<file path="src/rtl/shift_pkg.sv">
// Constants shared by the bidirectional shift register and anything driving it.
package shift_pkg;

  localparam bit DIR_LEFT  = 1'b0;
  localparam bit DIR_RIGHT = 1'b1;

endpackage

</file>
<file path="src/rtl/shift_reg_bidir.sv">
// Serial-in / parallel-out register that shifts toward the MSB or the LSB.
// Each enabled edge loads d into the vacated end bit; out comes straight from the flops.
module shift_reg_bidir
  import shift_pkg::*;
#(
  parameter int MSB = 16
) (
  input  logic           clk,
  input  logic           rstn,
  input  logic           d,
  input  logic           en,
  input  logic           dir,
  output logic [MSB-1:0] out
);

  logic [MSB-1:0] out_q;
  logic [MSB-1:0] out_d;
  logic [MSB-1:0] shl_s;
  logic [MSB-1:0] shr_s;

  // A one-bit register has no slice to keep, so both directions simply load d.
  generate
    if (MSB == 1) begin : g_single
      assign shl_s = d;
      assign shr_s = d;
    end else begin : g_wide
      assign shl_s = {out_q[MSB-2:0], d};
      assign shr_s = {d, out_q[MSB-1:1]};
    end
  endgenerate

  // Next-state select: hold, shift toward MSB, or shift toward LSB.
  always_comb begin
    out_d = out_q;
    if (en) begin
      if (dir == DIR_RIGHT) begin
        out_d = shr_s;
      end else begin
        out_d = shl_s;
      end
    end else begin
      out_d = out_q;
    end
  end

  // State register; rstn is active-high despite its name.
  always_ff @(posedge clk or posedge rstn) begin
    if (rstn) begin
      out_q <= '0;
    end else begin
      out_q <= out_d;
    end
  end

  assign out = out_q;

endmodule

</file>
<file path="config.mk">
export PLATFORM = sky130hd
export DESIGN_NAME = shift_reg_bidir
export DESIGN_NICKNAME = d
export VERILOG_FILES = /design/src/rtl/shift_pkg.sv /design/src/rtl/shift_reg_bidir.sv
export SDC_FILE = /design/constraint.sdc
export NUM_CORES = 1
export LEC_CHECK = 0
export BUFFER_PORTS_ARGS = -buffer_cell sky130_fd_sc_hd__buf_2
export CORE_AREA = 2 2 45 47
export DETAILED_ROUTE_END_ITERATION = 16
export DIE_AREA = 0 0 47 49
export PLACE_DENSITY = 0.73
export SYNTH_ARGS = -nofsm -noshare
export SYNTH_HDL_FRONTEND = slang
export SYNTH_SLANG_ARGS = --single-unit
</file>
<file path="constraint.sdc">
create_clock -name clk -period 0.8 [get_ports clk]
set_clock_uncertainty 0.05 [all_clocks]
set_input_delay 0.08 -clock clk [delete_from_list [all_inputs] [get_ports clk]]
set_output_delay 0.08 -clock clk [all_outputs]
set_load 0.05 [all_outputs]
</file>
==> results.md <==
* Grt ovf at 0
* Clk pwr share at 0.151
* Path type of the worst min-delay path: in -> reg
* NetSw at 0.00146 W
* Crit path capture type: output port
* Clk Latency, worst-skew pair at 0.29 ns
* Antenna cells at 0
* Setup violation total in the final timing report at 32
* Synth Instances at 70
* Worst Reg-to-Reg Cells at 3
* Fmax at 0.989 GHz
* Hold Path Stages at 3
* DRC at 0
* Routed vias at 644
* Failing checks: negative setup slack
* Detailed Route WL at 1860 um
* CTS Buffer Depth at 2
* Core Area at 1840 um^2
* Clock Pin Slew Worst Setup and Hold Paths at 0.10 ns
* Crit path required time at 0.67 ns
* R2r endpoint: out[0]$_DFFE_PP0P_
* CTS tree: done
* R2r startpoint: out[1]$_DFFE_PP0P_
* Max Cap Violations at 0
* Fin. max-slew vios at 0
* CTS Root Cell: clkbuf_4
* Cell family with most CP delay: flip-flops
* Sequential-to-total area share from yosys stat at 0.534
* Cell-internal power at 0.00211 W
* Final Hold Fails at 0
* Status: finished with violations
* Mean Syn Cell Area at 10.7 um^2
* First-pass GRT wire length at 3180 um
* Met3 wire length at 34 um
* Pin count of the biggest net entering global routing at 33
* Met1 Routed Length at 854 um
* Net Sw Frac at 0.410
* Boundary Pins at 21
* Setup CP Type: reg -> out
* P per Cell Area at 2910 nW/um^2
* Synth-to-layout area growth at 63.9%
* Post-DR wirelength/cell at 13.7 um
* Yosys warning total at 0
* Starting Density at 0.407
* Worst path cell trace: buf_6
* WP buf/inv at 1
* Worst Tran Pin Value at 0.494 ns
* Final nets at 115
* Number of global-route vias before repair at 674
* Routed Antenna Nets at 0
* Post-Synthesis Cell Area at 749 um^2
* Post-DP HPWL at 1020 um
* Worst slew margin at 0.671
* Unique masters post-synth at 9
* Total Routing Usage GR at 0.196
* DR vias/cell at 4.74
* Die Area at 2300 um^2
* Lkg Pwr at 0.558 nW
* CTS Buf Count at 3
* R2R setup slack at -0.16 ns
* Die Ht at 49 um
* Worst Hold Path EP: out[0]$_DFFE_PP0P_
* Hold wc startpoint: d
* Rows at 16
* Worst Path Arrival at 0.88 ns
* Number of flip-flops in the largest register at 16
* H-tree Lvls at 1
* IO buf count at 20
* Worst Hold Slack at 0.0547 ns
* Max IR drop VDD at 0.00139 V
* CP Launch Type: flop
* WL met2 at 951 um
* Initial DRT Pass Iterations at 4
* FF+latch count, synth at 16
* Initial antenna violation count at 0
* DIE WIDTH at 47 um
* Slowest cell on crit path: dfrtp_2
* Setup WS post-layout at -0.211 ns
* DR top layer: met4
* DR iter-0 viols at 11
* Dpl ws at -0.105 ns
* Combinational Power Share at 0.518
* Max FO, Critical Path at 2
* Power share of the sequential group at 0.331
* Syn_nets at 75
* Ratio of cells with drive above 1 in the final layout at 0.541
* CTS Sinks at 16
* Final Critical Period at 1.01 ns
* Unrepaired setup endpoints after global routing: true
* Largest stage delay, worst path at 0.44 ns
* Final period utilization at 1.26
* Placer Congestion at 0.714
[worst max-delay path by stage]
stage                              startpoint             endpoint  slack (ns)  depth (start not counted)
after CTS                  out[4]$_DFFE_PP0P_               out[4]       -0.23                          1
final                     out[13]$_DFFE_PP0P_              out[13]       -0.21                          1
after floorplan           out[11]$_DFFE_PP0P_  out[10]$_DFFE_PP0P_       -0.11                          2
after global routing       out[4]$_DFFE_PP0P_               out[4]       -0.25                          1
after global placement                     en   out[4]$_DFFE_PP0P_       -0.02                          3
after detailed placement                   en   out[4]$_DFFE_PP0P_       -0.10                          3
[final cells by class]
class	count	area, um^2
clock buffer	4	36.3
fill	146	613
inverter	1	3.75
multi-input combinational	48	300
sequential	16	420
tap	27	33.8
timing repair buffer	40	434
[synthesized netlist by cell type]
master,n,area share
buf_12,1,0.027
a21oi_1,16,0.11
mux2i_1,16,0.21
buf_2,2,0.013
dfrtp_1,16,0.53
clkbuf_1,1,0.0050
buf_6,1,0.015
inv_1,1,0.0050
nor2_1,16,0.080
[cells in the final DEF (no fill, tap or decap), drive strengths merged]
cell type / instances
inv: 1
nor2: 16
dlygate4sd3: 1
a21oi: 16
dfrtp: 16
mux2i: 16
clkbuf: 4
buf: 39
[stage by stage]
step,instance area (um^2),utilization,TNS (ns),total power (W),instances
floorplan,769,-,-1.73,0.00209,70
global placement,906,0.492,-0.185,0.00235,115
CTS,1220,0.663,-5.46,0.00354,135
detailed placement,906,0.492,-0.873,0.00238,115
finish,1230,0.667,-5.49,0.00357,136
global route,1230,0.667,-6.82,0.00374,136
[kinds of logic after synthesis]
kind of cell           synth area share
AO/OA/AOI/OAI                     0.107
multiplexers                      0.214
flip-flops                        0.534
AND/OR/NAND/NOR                  0.0801
buffers and inverters            0.0651
[worst min-delay path, stage by stage]
cell and delay [ns]:
buf_2 0.09, mux2i_1 0.07, a21oi_1 0.12
[what timing repair did]
item	4_1_cts	5_1_grt
hold endpoints to repair	16	0
resized for setup	47	0
cloned	0	0
buffers inserted	15	1
hold buffers	1	0
endpoints found under the setup margin	32	32
[power groups by stage]
stage	clock network (W)	logic [W]	registers (W)
2_1_floorplan	0	0.000289	0.00180
3_3_place_gp	0	0.00115	0.00120
3_5_place_dp	0	0.00117	0.00121
4_1_cts	0.000561	0.00180	0.00118
5_1_grt	0.000594	0.00194	0.00121
6_report	0.000541	0.00185	0.00118
[per-layer routing]
metal | vias up | GRT usage
li1 | 315 | -
met1 | 317 | 0.273
met2 | 10 | 0.288
met3 | 2 | 0.0333
met4 | 0 | 0.0972
met5 | - | 0
(Power assumes the default switching activity.)
